[config.mk]
export PLATFORM = sky130hd
export DESIGN_NAME = mio_clkseq
export DESIGN_NICKNAME = d
export VERILOG_FILES = /design/src/rtl/mio_pkg.sv /design/src/rtl/mio_clkseq_cnt.sv /design/src/rtl/mio_clkseq.sv
export SDC_FILE = /design/constraint.sdc
export NUM_CORES = 1
export LEC_CHECK = 0
export BUFFER_PORTS_ARGS = -buffer_cell sky130_fd_sc_hd__buf_4
export CELL_PAD_IN_SITES_DETAIL_PLACEMENT = 1
export CELL_PAD_IN_SITES_GLOBAL_PLACEMENT = 1
export CORE_ASPECT_RATIO = 0.75
export CORE_MARGIN = 4
export CORE_UTILIZATION = 35
export DETAILED_ROUTE_END_ITERATION = 8
export MAX_ROUTING_LAYER = met4
export PLACE_DENSITY_LB_ADDON = 0.1
export SYNTH_ARGS = -nofsm -noshare
export SYNTH_HDL_FRONTEND = slang
export SYNTH_HIERARCHICAL = 1
export SYNTH_SLANG_ARGS = --single-unit
[constraint.sdc]
create_clock -name clk -period 2.3 [get_ports clk]
set_input_delay 0.46 -clock clk [delete_from_list [all_inputs] [get_ports clk]]
set_output_delay 0.46 -clock clk [all_outputs]
set_load 0.01 [all_outputs]
[src/rtl/mio_pkg.sv]
// Shared definitions for the MIO clock-change sequencer and the MIO register block.
package mio_pkg;

    localparam logic [2:0] ST_IDLE   = 3'd0;
    localparam logic [2:0] ST_DRAIN  = 3'd1;
    localparam logic [2:0] ST_STOP   = 3'd2;
    localparam logic [2:0] ST_LOAD   = 3'd3;
    localparam logic [2:0] ST_SETTLE = 3'd4;

    typedef enum logic [2:0] {
        S_IDLE   = ST_IDLE,
        S_DRAIN  = ST_DRAIN,
        S_STOP   = ST_STOP,
        S_LOAD   = ST_LOAD,
        S_SETTLE = ST_SETTLE
    } mio_state_t;

    // Default phases for a divider value: returns {clkphase1, clkphase0}.
    // Each phase is {fall, rise}; phase 1 sits a quarter period after phase 0.
    function automatic logic [31:0] def_phase(input logic [7:0] def_clk);
        logic [8:0] w_sum;
        logic [7:0] w_fall0;
        logic [7:0] w_rise1;
        logic [7:0] w_fall1;
        w_sum   = {1'b0, def_clk} + 9'd1;
        w_fall0 = w_sum[8:1];
        w_rise1 = {1'b0, w_sum[8:2]};
        w_fall1 = w_rise1 + w_fall0;
        return {w_fall1, w_rise1, w_fall0, 8'h00};
    endfunction

endpackage

[src/rtl/mio_clkseq_cnt.sv]
// Saturating up-counter with synchronous clear; shared by the DRAIN/STOP/SETTLE phases.
module mio_clkseq_cnt #(
    parameter int CW = 16
) (
    input  logic          clk,
    input  logic          nreset,
    input  logic          i_clr,
    input  logic          i_inc,
    output logic [CW-1:0] o_cnt
);

    logic [CW-1:0] r_cnt;

    // Clear has priority; increment stops at all-ones so the count never wraps.
    always_ff @(posedge clk or negedge nreset) begin
        if (!nreset) begin
            r_cnt <= '0;
        end else if (i_clr) begin
            r_cnt <= '0;
        end else if (i_inc && (r_cnt != '1)) begin
            r_cnt <= r_cnt + CW'(1);
        end
    end

    assign o_cnt = r_cnt;

endmodule

[src/rtl/mio_clkseq.sv]
// MIO clock-change sequencer: drains TX, gates the I/O clock, loads the new
// divider/phase settings, then holds TX off while the divider output settles.
//
// state  | meaning
// IDLE   | running normally, waiting for a clock change request
// DRAIN  | TX paused, waiting for FIFO and serializer to empty (or timeout)
// STOP   | I/O clock gated, counting HOLD cycles
// LOAD   | shadow settings copied to the active registers
// SETTLE | clock running again, TX held off for SETTLE cycles
//
// Output flops are a registered decode of the state, so every output lags the
// state register by one cycle; the active divider/phase pass through the same
// stage so they change exactly when clk_en returns high.
module mio_clkseq
    import mio_pkg::*;
#(
    parameter int DEF_CLK = 7,
    parameter int HOLD    = 4,
    parameter int SETTLE  = 16,
    parameter int TIMEOUT = 1024,
    parameter int CW      = 16
) (
    input  logic        clk,
    input  logic        nreset,
    input  logic        clkchange,
    input  logic [7:0]  clkdiv_in,
    input  logic [15:0] clkphase0_in,
    input  logic [15:0] clkphase1_in,
    input  logic        tx_en,
    input  logic        tx_empty,
    input  logic        tx_idle,
    input  logic        timeout_clr,
    output logic [7:0]  clkdiv,
    output logic [15:0] clkphase0,
    output logic [15:0] clkphase1,
    output logic        clk_en,
    output logic        tx_pause,
    output logic        busy,
    output logic        timeout
);

    localparam logic [7:0]    DEF_DIV     = 8'(DEF_CLK);
    localparam logic [31:0]   DEF_PH      = def_phase(DEF_DIV);
    localparam logic [CW-1:0] HOLD_LAST   = CW'(HOLD - 1);
    localparam logic [CW-1:0] SETTLE_LAST = CW'(SETTLE - 1);
    localparam logic [CW-1:0] TO_LAST     = CW'(TIMEOUT - 1);

    mio_state_t    r_state;
    mio_state_t    w_state_nxt;
    logic [CW-1:0] w_cnt;
    logic          w_cnt_clr;
    logic          w_cnt_inc;
    logic          w_load;
    logic          w_to_set;
    logic          w_drained;

    logic [7:0]    r_sh_div;
    logic [15:0]   r_sh_ph0;
    logic [15:0]   r_sh_ph1;
    logic [7:0]    r_act_div;
    logic [15:0]   r_act_ph0;
    logic [15:0]   r_act_ph1;
    logic          r_pending;
    logic          r_timeout;

    logic [7:0]    r_clkdiv;
    logic [15:0]   r_clkphase0;
    logic [15:0]   r_clkphase1;
    logic          r_clk_en;
    logic          r_tx_pause;
    logic          r_busy;

    assign w_drained = (tx_empty & tx_idle) | ~tx_en;

    mio_clkseq_cnt #(
        .CW (CW)
    ) u_cnt (
        .clk    (clk),
        .nreset (nreset),
        .i_clr  (w_cnt_clr),
        .i_inc  (w_cnt_inc),
        .o_cnt  (w_cnt)
    );

    // State register.
    always_ff @(posedge clk or negedge nreset) begin
        if (!nreset) begin
            r_state <= S_IDLE;
        end else begin
            r_state <= w_state_nxt;
        end
    end

    // Next-state, counter control and load/timeout strobes.
    always_comb begin
        w_state_nxt = r_state;
        w_cnt_clr   = 1'b0;
        w_cnt_inc   = 1'b0;
        w_load      = 1'b0;
        w_to_set    = 1'b0;
        case (r_state)
            S_IDLE: begin
                if (clkchange) begin
                    w_state_nxt = S_DRAIN;
                    w_cnt_clr   = 1'b1;
                end
            end
            S_DRAIN: begin
                if (w_drained) begin
                    w_state_nxt = S_STOP;
                    w_cnt_clr   = 1'b1;
                end else if (w_cnt == TO_LAST) begin
                    w_state_nxt = S_STOP;
                    w_cnt_clr   = 1'b1;
                    w_to_set    = 1'b1;
                end else begin
                    w_cnt_inc = 1'b1;
                end
            end
            S_STOP: begin
                if (w_cnt == HOLD_LAST) begin
                    w_state_nxt = S_LOAD;
                    w_cnt_clr   = 1'b1;
                end else begin
                    w_cnt_inc = 1'b1;
                end
            end
            S_LOAD: begin
                w_load      = 1'b1;
                w_state_nxt = S_SETTLE;
                w_cnt_clr   = 1'b1;
            end
            S_SETTLE: begin
                if (w_cnt == SETTLE_LAST) begin
                    w_cnt_clr = 1'b1;
                    // A request landing on the final settle cycle still counts as pending.
                    w_state_nxt = (r_pending | clkchange) ? S_DRAIN : S_IDLE;
                end else begin
                    w_cnt_inc = 1'b1;
                end
            end
            default: begin
                w_state_nxt = S_IDLE;
                w_cnt_clr   = 1'b1;
            end
        endcase
    end

    // Shadow and active settings; the load reads the shadow before a coincident request overwrites it.
    always_ff @(posedge clk or negedge nreset) begin
        if (!nreset) begin
            r_sh_div  <= DEF_DIV;
            r_sh_ph0  <= DEF_PH[15:0];
            r_sh_ph1  <= DEF_PH[31:16];
            r_act_div <= DEF_DIV;
            r_act_ph0 <= DEF_PH[15:0];
            r_act_ph1 <= DEF_PH[31:16];
        end else begin
            if (clkchange) begin
                r_sh_div <= clkdiv_in;
                r_sh_ph0 <= clkphase0_in;
                r_sh_ph1 <= clkphase1_in;
            end
            if (w_load) begin
                r_act_div <= r_sh_div;
                r_act_ph0 <= r_sh_ph0;
                r_act_ph1 <= r_sh_ph1;
            end
        end
    end

    // Pending request and sticky timeout; set beats clear in both.
    always_ff @(posedge clk or negedge nreset) begin
        if (!nreset) begin
            r_pending <= 1'b0;
            r_timeout <= 1'b0;
        end else begin
            if (clkchange && (r_state != S_IDLE)) begin
                r_pending <= 1'b1;
            end else if (w_load) begin
                r_pending <= 1'b0;
            end
            if (w_to_set) begin
                r_timeout <= 1'b1;
            end else if (timeout_clr) begin
                r_timeout <= 1'b0;
            end
        end
    end

    // Registered output decode of the current state.
    always_ff @(posedge clk or negedge nreset) begin
        if (!nreset) begin
            r_clkdiv    <= DEF_DIV;
            r_clkphase0 <= DEF_PH[15:0];
            r_clkphase1 <= DEF_PH[31:16];
            r_clk_en    <= 1'b1;
            r_tx_pause  <= 1'b0;
            r_busy      <= 1'b0;
        end else begin
            r_clkdiv    <= r_act_div;
            r_clkphase0 <= r_act_ph0;
            r_clkphase1 <= r_act_ph1;
            r_clk_en    <= !((r_state == S_STOP) || (r_state == S_LOAD));
            r_tx_pause  <= (r_state != S_IDLE);
            r_busy      <= (r_state != S_IDLE);
        end
    end

    assign clkdiv    = r_clkdiv;
    assign clkphase0 = r_clkphase0;
    assign clkphase1 = r_clkphase1;
    assign clk_en    = r_clk_en;
    assign tx_pause  = r_tx_pause;
    assign busy      = r_busy;
    assign timeout   = r_timeout;

endmodule

# --- After elaboration in Yosys (flattened, before gate mapping) ---
# Index checks and enable logic that the tools add are counted.
word_totals:
  out_inout_bits: 44
  elab_cells: 69
  regBits: 143
  in_bits: 47
classes:
  n_addsub: 1
  eq_ne: 12
  n_bitwise: 4
  reduce_logical: 10
  mux: 27
ops:
  columns: ["cell", "count"]
  rows:
  - ["16-bit two-way mux", 2]
  - ["1-bit two-way mux", 17]
  - ["16-bit by 1-bit adder with 16-bit output (second input constant)", 1]
  - ["16-bit by 10-bit == test with 1-bit output (second input constant)", 1]
  - ["16-bit by 2-bit == test with 1-bit output (second input constant)", 1]
  - ["16-bit by 4-bit == test with 1-bit output (second input constant)", 1]
  - ["16-bit inequality test (second input constant)", 1]
  - ["3-bit two-way mux", 5]
  - ["3-bit case mux with 5 select lines", 1]
  - ["3-bit by 2-bit == test with 1-bit output (second input constant)", 2]
  - ["2-bit inequality test (second input constant)", 3]
  - ["2-bit nonzero test", 3]
  - ["1-bit case mux with 4 select lines", 1]
  - ["4-bit AND reduction", 1]
  - ["3-bit by 1-bit == test with 1-bit output (second input constant)", 1]
  - ["3-bit == test (second input constant)", 1]
  - ["3-bit logical NOT", 1]
  - ["3-bit inequality test (second input constant)", 1]
  - ["1-bit case mux with 3 select lines", 1]
  - ["3-bit nonzero test", 1]
  - ["1-bit logical AND", 2]
  - ["1-bit OR", 2]
  - ["1-bit bitwise AND", 1]
  - ["1-bit logical NOT", 1]
  - ["other kinds (2)", 2]

# --- Logic depth before layout (Yosys ltp) ---
# Gate-level depths: netlist (run 1).
logic_depth:
  depth_word: 7
  depth_mapped: 10
  ltp_nobuf: 7

# --- Cells and area by module ---
# Netlist (run 1), hierarchy kept.
by_module_without_submodules:
  columns: ["mod", "n_inst", "cells_per_inst", "area_each_um2", "seq_area_each_um2"]
  rows:
  - ["mio_clkseq", 1, 259, 4473.0, 3205.6]
  - ["mio_clkseq_cnt", 1, 98, 942.2, 400.4]

# --- Worst setup path after synthesis (run 1) ---
# No wires, ideal clock.
synth_timing:
  path_kind: "flip-flop to flip-flop"
  startpoint: "register u_cnt.r_cnt[5] (netlist: u_cnt/o_cnt[5])"
  endpoint: "register u_cnt.r_cnt[8] (netlist: u_cnt/o_cnt[8])"
  setup_ps: 78
  slack_ps: 56
  t_required_ps: 2222
  path_stages_with_launch: 10
  arrival_time_ps: 2166
  synth_period_minus_slack_ps: 2244
  n_path_buf: 2
  path_cell_list: "dfrtp_1 > nor4_1 > nand4_2 > o21ai_0 > nand3b_1 > inv_1 > clkbuf_1 > clkbuf_1 > o21ai_0 > a21oi_1"
synth_via:
  elab_chain_len: 6
  elab_cells_between_ends: 19
  classes_between: "1 x add/sub; 4 x eq/ne; 12 x mux; 2 x reduce/logical"
synth_rtl:
  columns: ["element", "line_no", "text"]
  rows:
  - ["from (decl)", "mio_clkseq_cnt.sv:12", "logic [CW-1:0] r_cnt;"]
  - ["from (signal assigned)", "mio_clkseq_cnt.sv:21", "r_cnt <= r_cnt + CW'(1);"]
  - ["16-bit by 10-bit == test with 1-bit output", "mio_clkseq.sv:112", "end else if (w_cnt == TO_LAST) begin"]
  - ["1-bit two-way mux", "mio_clkseq.sv:112", null]
  - ["1-bit two-way mux", "mio_clkseq.sv:109", "if (w_drained) begin"]
  - ["1-bit case mux with 3 select lines (*)", "mio_clkseq.sv:101", "case (r_state)"]
  - ["net w_cnt_inc", "mio_clkseq.sv:52", "logic w_cnt_inc;"]
  - ["1-bit logical AND (*)", "mio_clkseq_cnt.sv:20", "end else if (i_inc && (r_cnt != '1)) begin"]
  - ["2-bit nonzero test (no line) (*)", null, null]
# Mark *: on every way through the listed nets, which the timed path passes. The rest lies on a longest branch. The select of a mux whose other input is x is not followed.
# A chain may end at the register's enable or synchronous reset.

# --- Worst setup path after layout (run 1) ---
layout_timing:
  startpoint: "register u_cnt.r_cnt[1] (netlist: u_cnt/o_cnt[1])"
  endpoint: "register u_cnt.r_cnt[3] (netlist: u_cnt/o_cnt[3])"
# The elaborated chain is that of the path after synthesis.

==> results.toml, run 1 <==
[logic_synthesis]
synthCells = 357
synth-seq-cells = 143
yosysTopAreaCellShare_pct = 55.91
synthArstFlopShare_pct = 100.0
synth.avg_cell_area_um2 = 15.17
syn_nets = 405
yosysSeqAreaShare_pct = 66.59
synth.yosys.warnings = 6
synth_edf_count = 0
syn_area_um2 = 5415
synth_area_leaders = "dfrtp_1 56%, mux2_2 17%, dfstp_2 11%"
yosysUniqueCellTypes = 46
synth_top_flop_cell = "dfrtp_1"
yosys-top-cells-count = "121 x dfrtp_1, 80 x mux2_2, 22 x dfstp_2"
yosysTopAreaCell = "dfrtp_1"
yosysMostFrequentCell = "dfrtp_1"

[sta]
finalSetupViolCount = 0
drv_slew = 0
period_share_pct = 96.40
fmaxAchievable_ghz = 0.4510
final.setup.tns_ps = 0
worstMarginPinSlew_ps = 542.8
skew_ps = 9.986
final-hold-violation-count = 0
fin_ws_ps = 82.69
slew_headroom_pct = 63.82
fin_crit_ps = 2217

[floorplan]
core_area_um2 = 15180
start_util_pct = 35.68
ioPinCount = 91
rows = 39
die_x_um = 151.6
die_h_um = 115.7
dieArea_um2 = 17550

[critical_path]
crit_type = "register to register"
crit_buf_inv = 1
max_stage_delay_ps = 670
crit_path_end = "u_cnt/o_cnt[3]"
crit_path_end_kind = "register"
crit_path_start_kind = "register"
slowest_stage = "or4_2"
cp.depth = 7
r2r_start = "u_cnt/o_cnt[1]"
reg2reg_slack_ps = 80
worst_r2r_endpoint = "u_cnt/o_cnt[3]"
required_ps = 2640
crit_arrival_ps = 2550
path_delay_family = "simple AND/OR/NAND/NOR gates"
r2r_cells = 7
critPathLaunch = "u_cnt/o_cnt[1]"
cp_max_fo = 12
path_cells = "and4bb_2 -> and4_1 -> nor2_2 -> nand3b_1 -> inv_4 -> or4_2 -> a21oi_2"

[drt]
vias_per_cell = 4.755
totalWireLength_um = 11770
wire_per_inst_um = 16.74
drc = 0
via_count = 3343
drtIter0Drc = 117
firstDrtPassIters = 4
antenna_left = 0

[clocking]
clock-sinks = 143
cts_tree = "yes"
clkTransAtPathRegs_ps = 60
insertion_delay_ps = 420
h-tree-depth = 4
clock_path_buffers = 2
root_buffer = "clkbuf_16"
numCtsBuffers = 17

[finish]
multiInputGateArea_um2 = 1738
fill_cells = 1542
seq_area_um2 = 3606
final_nets = 533
drive_gt1_share_pct = 56.63
num_antenna_cells = 0
finalInstanceArea_um2 = 7188
syn_to_final_growth_pct = 32.74
layout.cells.non_filler = 703

[run_status]
status = "finished clean"

[placement]
dp.cells = 670
gp_congestion = 0.8048
post_dp_cell_area_um2 = 6565
portBuffers = 90
hpwl_um = 7912
dpl_worst_slack_ps = -65.42

[pwr]
p_comb_share_pct = 25.7
power.switching_mw = 2.417
power_density_nw_per_um2 = 1202
p_int_mw = 6.223
vdd_drop_max_uv = 542.9
switching_share_pct = 27.98
seqPwrFrac_pct = 44.3
leakagePower_nw = 3.218
p_clk_share_pct = 30.1

[global_route]
grt_max_degree = 56
grt_pass1_wl_um = 19300
antenna_found_initial = 0
grt.overflow.total = 0
grt_usage_pct = 14.93
grt_pass1_vias = 3663

[min_path]
hp-class = "primary input to async pin"

[run]
max-cap-violations = 0
## worst register-to-register path, stage by stage, from the launching register on
cell	delay [ps]
dfrtp_1	410
and4bb_2	270
and4_1	200
nor2_2	110
nand3b_1	210
inv_4	100
or4_2	670
a21oi_2	170
## worst min path at each step
stage | end | slack [ps] | cells after the start
6_report | clkphase1[7] | 10 | 1
5_1_grt | clkphase1[7] | 40 | 1
2_1_floorplan | busy | 160 | 0
3_5_place_dp | clkphase1[9] | 360 | 0
4_1_cts | clkphase1[7] | 20 | 1
3_3_place_gp | clkphase0[0] | 350 | 0
## through the flow
step / hold slack (ps) / utilization [%] / power (mW)
2_1_floorplan: 164.4 / - / 4.891
3_3_place_gp: 353.0 / 43.26 / 6.008
3_5_place_dp: 356.8 / 43.26 / 6.112
4_1_cts: 18.67 / 47.04 / 8.797
5_1_grt: 37.41 / 47.37 / 9.206
6_report: 10.85 / 47.37 / 8.640
## layout make-up
type	count	share of cell area [%]
flip-flops and latches	143	50.17
multi-input cells	192	24.18
repair buffers	126	13.91
clock buffers	19	6.301
well taps	205	3.568
clock inverters	13	1.584
inverters	5	0.2959
## power by group through the flow
stage          clock, mW  sequential [mW]  combinational (mW)
6_report            2.60             3.82                2.22
5_1_grt             2.83             3.93                2.44
4_1_cts             2.70             3.85                2.25
3_5_place_dp           0             3.88                2.24
3_3_place_gp           0             3.83                2.18
2_1_floorplan          0             3.95               0.939
## cell usage in the layout, fill, tap and decap left out, drive strengths merged, types with 3 or more instances in the layout
| cell type | netlist | routed |
|---|---|---|
| nor4 | 7 | 7 |
| or4 | 7 | 7 |
| mux2 | 84 | 84 |
| nor2b | 4 | 4 |
| dfstp | 22 | 22 |
| inv | 5 | 7 |
| and4 | 5 | 5 |
| clkbuf | 4 | 19 |
| nand4 | 9 | 9 |
| nor2 | 9 | 9 |
| buf | 13 | 126 |
| o21ai | 8 | 8 |
| a21oi | 12 | 12 |
| nand3 | 3 | 3 |
| o31ai | 8 | 8 |
| nand2 | 10 | 10 |
| or3 | 4 | 4 |
| nand3b | 3 | 3 |
| dfrtp | 121 | 121 |
| clkinv | 0 | 8 |
## repair_timing
item / 4_1_cts / 5_1_grt
pin swaps: 0 / 2
endpoints found under the hold margin: 0 / 0
hold buffers: 0 / 0
setup endpoints to repair: 9 / 9
gates resized for setup: 2 / 9
setup buffers: 0 / 1
## per-layer routing
| metal | track usage [%] | vias up | part of all wire, % |
|---|---|---|---|
| li1 | - | 1557 | - |
| met1 | 18.98 | 1697 | 46 |
| met2 | 22.79 | 73 | 47 |
| met3 | 4.300 | 16 | 5.3 |
| met4 | 5.745 | 0 | 1.3 |
| met5 | - | - | 0 |
## state kept, by name, indices dropped and copies added, names as in the netlist, 8 cells and up
name and count:
clkphase1 16, r_sh_ph1 16, clkphase0 16, r_sh_div 8, r_act_ph1 16, r_act_ph0 16, clkdiv 8, r_sh_ph0 16
r_act_div 8, u_cnt/o_cnt 16
## cells by family after synthesis
family | synth area share (%)
AO/OA/AOI/OAI | 4.829
flip-flops | 66.59
multiplexers | 17.47
AND/OR/NAND/NOR | 8.711
adder cells (fa/ha/maj) | 0.2310
buffers and inverters | 2.172
Note: power is estimated with default switching activity, not from simulation.
==> run 2, diff against run 1 <==
--- a/config.mk
+++ b/config.mk
@@ -13,8 +13,7 @@
 export CORE_UTILIZATION = 35
 export DETAILED_ROUTE_END_ITERATION = 8
 export MAX_ROUTING_LAYER = met4
-export PLACE_DENSITY_LB_ADDON = 0.1
+export PLACE_DENSITY = 0.73
 export SYNTH_ARGS = -nofsm -noshare
 export SYNTH_HDL_FRONTEND = slang
-export SYNTH_HIERARCHICAL = 1
 export SYNTH_SLANG_ARGS = --single-unit
==> run 2 against run 1 <==
First-iteration DRC count increased by 16%. Sequential cell count unchanged. Die area decreased by 0.80%. Critical path depth unchanged. Cell count decreased by 4.4%. Synthesized area decreased by 0.85%. Largest cell class unchanged. Highest routed layer unchanged.
==> results.toml, run 2 <==
[logic_synthesis]
synth_top_flop_cell = "dfrtp_1"
yosysTopAreaCell = "dfrtp_1"
synth_area_leaders = "dfrtp_1 56%, mux2_2 17%, dfstp_2 11%"
synth-seq-cells = 143
yosysSeqAreaShare_pct = 67.16
synthArstFlopShare_pct = 100.0
yosys-top-cells-count = "121 x dfrtp_1, 81 x mux2_2, 22 x dfstp_2"
syn_area_um2 = 5369
syn_nets = 399
synthCells = 351
synth_edf_count = 0
yosysTopAreaCellShare_pct = 56.40
yosysMostFrequentCell = "dfrtp_1"
synth.yosys.warnings = 0
synth.avg_cell_area_um2 = 15.30
yosysUniqueCellTypes = 57

[global_route]
grt.overflow.total = 0
antenna_found_initial = 0
grt_max_degree = 59
grt_pass1_vias = 3711
grt_usage_pct = 15.71
grt_pass1_wl_um = 20120

[sta]
fin_ws_ps = 89.71
finalSetupViolCount = 0
final-hold-violation-count = 0
final.setup.tns_ps = 0
whs_ps = 5.747
period_share_pct = 96.10
drv_slew = 0
skew_ps = 5.749
slew_headroom_pct = 61.27
fmaxAchievable_ghz = 0.4524
worstMarginPinSlew_ps = 580.9
rsz0062_at_grt = "false"
fin_crit_ps = 2210

[pwr]
p_clk_share_pct = 30.7
p_int_mw = 6.441
power_density_nw_per_um2 = 1296
switching_share_pct = 28.86
seqPwrFrac_pct = 43.5
p_comb_share_pct = 25.8
vdd_drop_max_uv = 477.0
leakagePower_nw = 3.170
power.switching_mw = 2.613
total_power_mw = 9.054

[critical_path]
worst_r2r_endpoint = "u_cnt.o_cnt[12]"
crit_path_start_kind = "register"
required_ps = 2570
cp_max_fo = 10
critPathLaunch = "u_cnt.o_cnt[0]"
crit_type = "register to register"
crit_arrival_ps = 2480
crit_path_end = "u_cnt.o_cnt[12]"
r2r_start = "u_cnt.o_cnt[0]"
crit_path_end_kind = "register"
reg2reg_slack_ps = 90
r2r_cells = 7

[floorplan]
die_x_um = 151.0
ioPinCount = 91
start_util_pct = 36.43
core_area_um2 = 14740
rows = 38
die_h_um = 115.3
dieArea_um2 = 17410

[finish]
final_util_pct = 47.41
drive_gt1_share_pct = 56.99
mostFrequentLayoutCells = "119 x dfrtp_1, 101 x buf_4, 81 x mux2_2, 22 x dfstp_2, 17 x clkbuf_16"
final_common_cell = "dfrtp_1"
final_nets = 507
syn_to_final_growth_pct = 30.16
num_antenna_cells = 0

[drt]
antenna_left = 0
wl_met1_um = 5476
drtIter0Drc = 136
wire_per_inst_um = 18.51
vias_per_cell = 4.911
dr_wl_met2_um = 6072
firstDrtPassIters = 4
totalWireLength_um = 12440
via_count = 3300
wl_met3_um = 747
drc = 0
routed.top_layer = "met4"

[placement]
hpwl_um = 8143
portBuffers = 90
gp_congestion = 0.8477
dpl_worst_slack_ps = -16.08

[clocking]
clock-sinks = 143
insertion_delay_ps = 420
clock_path_buffers = 2
cts_tree = "yes"
h-tree-depth = 4
clkTransAtPathRegs_ps = 60
numCtsBuffers = 17
root_buffer = "clkbuf_16"
post_cts_buffers = 0
cts_hold_buf = 0

[min_path]
hp-class = "primary input to async pin"

[run_status]
status = "finished clean"

[run]
max-cap-violations = 0
[run 2: worst min path at each step]
stage	from	to	slack (ps)	depth (start not counted)
floorplan	nreset	busy	160	0
global placement	r_act_ph1[8]	clkphase1[8]	350	0
detailed placement	r_act_ph1[15]	clkphase1[15]	360	0
CTS	nreset	r_sh_ph1[7]	20	1
global route	nreset	clkphase1[8]	30	1
finish	nreset	clkphase1[8]	6	1
[run 2: cell type report]
cell class | count | area, µm²
repair buffers | 104 | 809.5
clock buffers | 19 | 432.9
clock inverters | 13 | 161.4
fillers | 1489 | 7751
inverters | 5 | 18.77
flip-flops and latches | 143 | 3608
multi-input cells | 188 | 1707
well taps | 200 | 250.2
[run 2: timing repair]
| item | 4_1_cts | 5_1_grt |
|---|---|---|
| gates resized for setup | 2 | 12 |
| pin swaps | 0 | 1 |
| endpoints found under the setup margin | 3 | 9 |
| gates cloned | 0 | 0 |
[run 2: kinds of logic after synthesis]
family          count (synthesis)  synth area share [%]
flops                         143                 67.16
mux                            81                 16.99
simple gates                   69                 7.504
compound gates                 34                 5.430
buf+inv                        20                 2.167
xor+xnor                        2                0.3263
fa+ha+maj                       2                0.4195
[run 2: worst max-delay path: stages, from the launching register on]
cell and delay [ps]:
dfrtp_1 400, ha_2 220, and3_4 200, and4_4 220
a2bb2oi_4 180, and2_2 290, o311ai_0 420, o31ai_1 150
[run 2: per-stage QoR]
step           instance area [µm²]  std cells
4_1_cts                       6938        672
3_5_place_dp                  6334        640
6_report                      6988        672
3_3_place_gp                  6334        640
5_1_grt                       6988        672
2_1_floorplan                 5369        351
[run 2: power groups by stage]
stage	clock (mW)	combinational (mW)	sequential [mW]
finish	2.78	2.34	3.94
global placement	0	2.24	3.91
floorplan	0	1.21	4.00
CTS	2.85	2.36	3.95
detailed placement	0	2.33	3.98
global route	2.98	2.55	4.05
[run 2: per-layer routing]
metal | vias to the layer above | global-route usage [%]
met1 | 1720 | 19.10
met3 | 17 | 5.556
met2 | 85 | 24.94
li1 | 1478 | -
met4 | 0 | 4.469
met5 | - | -
==> run 3, diff against run 2 <==
--- a/config.mk
+++ b/config.mk
@@ -8,12 +8,10 @@
 export BUFFER_PORTS_ARGS = -buffer_cell sky130_fd_sc_hd__buf_4
 export CELL_PAD_IN_SITES_DETAIL_PLACEMENT = 1
 export CELL_PAD_IN_SITES_GLOBAL_PLACEMENT = 1
-export CORE_ASPECT_RATIO = 0.75
-export CORE_MARGIN = 4
-export CORE_UTILIZATION = 35
+export CORE_UTILIZATION = 41
 export DETAILED_ROUTE_END_ITERATION = 8
 export MAX_ROUTING_LAYER = met4
-export PLACE_DENSITY = 0.73
+export PLACE_DENSITY = 0.82
 export SYNTH_ARGS = -nofsm -noshare
 export SYNTH_HDL_FRONTEND = slang
 export SYNTH_SLANG_ARGS = --single-unit
==> run 3 against run 2 <==
The flow now finishes with violations (hold timing). Combinational power grew 3%. Clock-buffer cell count decreased by 1. Global-route usage increased by 4.9 points. Wire length fell by 0.21%. Highest routed layer unchanged. Power is 1.8% higher. Cell count down 3.6%. Cell area is 0.18% higher. Sequential power is essentially flat. Clock power is 3% higher. Register-to-register slack gained 20 ps. Critical path type unchanged. Utilization rose by 7.8 points. Die area fell by 22%.
==> results.toml, run 3 (same netlist as run 2, synthesis figures left out) <==
[pwr]
seqPwrFrac_pct = 42.9
switching_share_pct = 29.47
p_int_mw = 6.498
p_clk_share_pct = 30.9
p_comb_share_pct = 26.2
power.switching_mw = 2.715
vdd_drop_max_uv = 644.5
leakagePower_nw = 3.202
power_density_nw_per_um2 = 1316

[clocking]
post_cts_buffers = 0
clock-sinks = 143
insertion_delay_ps = 420
root_buffer = "clkbuf_16"
h-tree-depth = 4
cts_tree = "yes"
clkTransAtPathRegs_ps = 60
cts_resized = 2
cts_hold_buf = 0
numCtsBuffers = 17
clock_path_buffers = 2

[floorplan]
die_h_um = 116.4
start_util_pct = 42.37
ioPinCount = 91
core_area_um2 = 12670
rows = 41
dieArea_um2 = 13560
die_x_um = 116.4

[critical_path]
worst_r2r_endpoint = "u_cnt.o_cnt[11]"
crit_type = "register to register"
crit_path_end_kind = "register"
cp_max_fo = 16
r2r_start = "u_cnt.o_cnt[6]"
reg2reg_slack_ps = 110
r2r_cells = 7
required_ps = 2600
crit_arrival_ps = 2480
crit_path_start_kind = "register"

[placement]
portBuffers = 90
post_dp_cell_area_um2 = 6354
hpwl_um = 7947
dp.cells = 616
gp_congestion = 0.8987

[sta]
fin_crit_ps = 2186
finalSetupViolCount = 0
drv_slew = 0
final-hold-violation-count = 1
fmaxAchievable_ghz = 0.4574
skew_ps = 8.075
whs_ps = -0.2197
period_share_pct = 95.06
worstMarginPinSlew_ps = 590.3
slew_headroom_pct = 60.65

[finish]
final_common_cell = "dfrtp_1"
num_antenna_cells = 0
final_nets = 511
layout.cells.non_filler = 648
fill_cells = 1244
syn_to_final_growth_pct = 30.39
mostFrequentLayoutCells = "121 x dfrtp_1, 103 x buf_4, 81 x mux2_2, 22 x dfstp_2, 17 x clkbuf_16"
finalInstanceArea_um2 = 7000
drive_gt1_share_pct = 56.51

[run_status]
violations = "hold timing"
status = "finished with violations"

[run]
max-cap-violations = 0

[drt]
wire_per_inst_um = 19.16
firstDrtPassIters = 4
drc = 0
antenna_left = 0
via_count = 3334
totalWireLength_um = 12420
drtIter0Drc = 214
vias_per_cell = 5.145

[global_route]
grt_usage_pct = 20.59
grt_pass1_vias = 3722
antenna_found_initial = 0
grt.overflow.total = 0
grt_max_degree = 58
grt_pass1_wl_um = 19910

[min_path]
hp-class = "primary input to async pin"
[run 3: cell count changes in the layout (fill, tap and decap cells not counted), moves of 2 or more]
cell,delta
dfrtp_1,+2
buf_12,+2
clkinv_2,-3
dfrtp_2,-2
buf_4,+2
[run 3: how the worst max path moves through the flow]
stage,start,endpoint,slack (ps),depth (start not counted)
after floorplan,u_cnt.o_cnt[0],u_cnt.o_cnt[11],210,8
after global placement,u_cnt.o_cnt[13],u_cnt.o_cnt[4],80,6
after detailed placement,u_cnt.o_cnt[0],u_cnt.o_cnt[11],10,8
after CTS,u_cnt.o_cnt[13],u_cnt.o_cnt[11],30,7
after global routing,u_cnt.o_cnt[6],u_cnt.o_cnt[11],-8,7
final,u_cnt.o_cnt[6],u_cnt.o_cnt[11],110,7
[run 3: critical path, cell delays in order, from the launching register on]
cell and delay (ps):
dfrtp_1 480, nor4_2 380, nand3_1 190, o21ai_1 280
a21oi_2 120, buf_12 170, and3_2 200, a221o_1 260
[run 3: layer usage]
metal,track usage (%),vias up,share of wire [%]
met5,-,-,0
met4,8.974,0,2.1
met3,5.138,22,4.2
met2,33.65,96,52
met1,24.10,1733,42
li1,-,1483,-
[run 3: power by group through the flow]
stage	combinational [mW]	sequential (mW)	clock, mW
6_report	2.41	3.95	2.85
4_1_cts	2.43	3.96	2.90
5_1_grt	2.59	4.07	2.99
3_3_place_gp	2.28	3.88	0
3_5_place_dp	2.39	3.96	0
2_1_floorplan	1.21	4.00	0
[run 3: final cells by class]
type | instances | area, µm² | share of cell area, %
repair buffers | 108 | 864.6 | 12.35
inverters | 5 | 18.77 | 0.2681
clock buffers | 18 | 429.2 | 6.130
multi-input cells | 188 | 1684 | 24.06
clock inverters | 14 | 182.7 | 2.609
flip-flops and latches | 143 | 3606 | 51.51
well taps | 172 | 215.2 | 3.074
[run 3: per-stage QoR]
stage          utilization [%]  hold slack [ps]  TNS (ps)  power (mW)  setup WS, ps
3_5_place_dp             50.14            356.0         0       6.346         9.508
3_3_place_gp             50.14            353.2         0       6.161         82.93
5_1_grt                  55.25            36.73    -9.025       9.647        -8.249
2_1_floorplan                -            164.4         0       5.212         206.0
6_report                 55.25          -0.2197         0       9.213         113.6
4_1_cts                  55.02            12.08         0       9.293         32.64
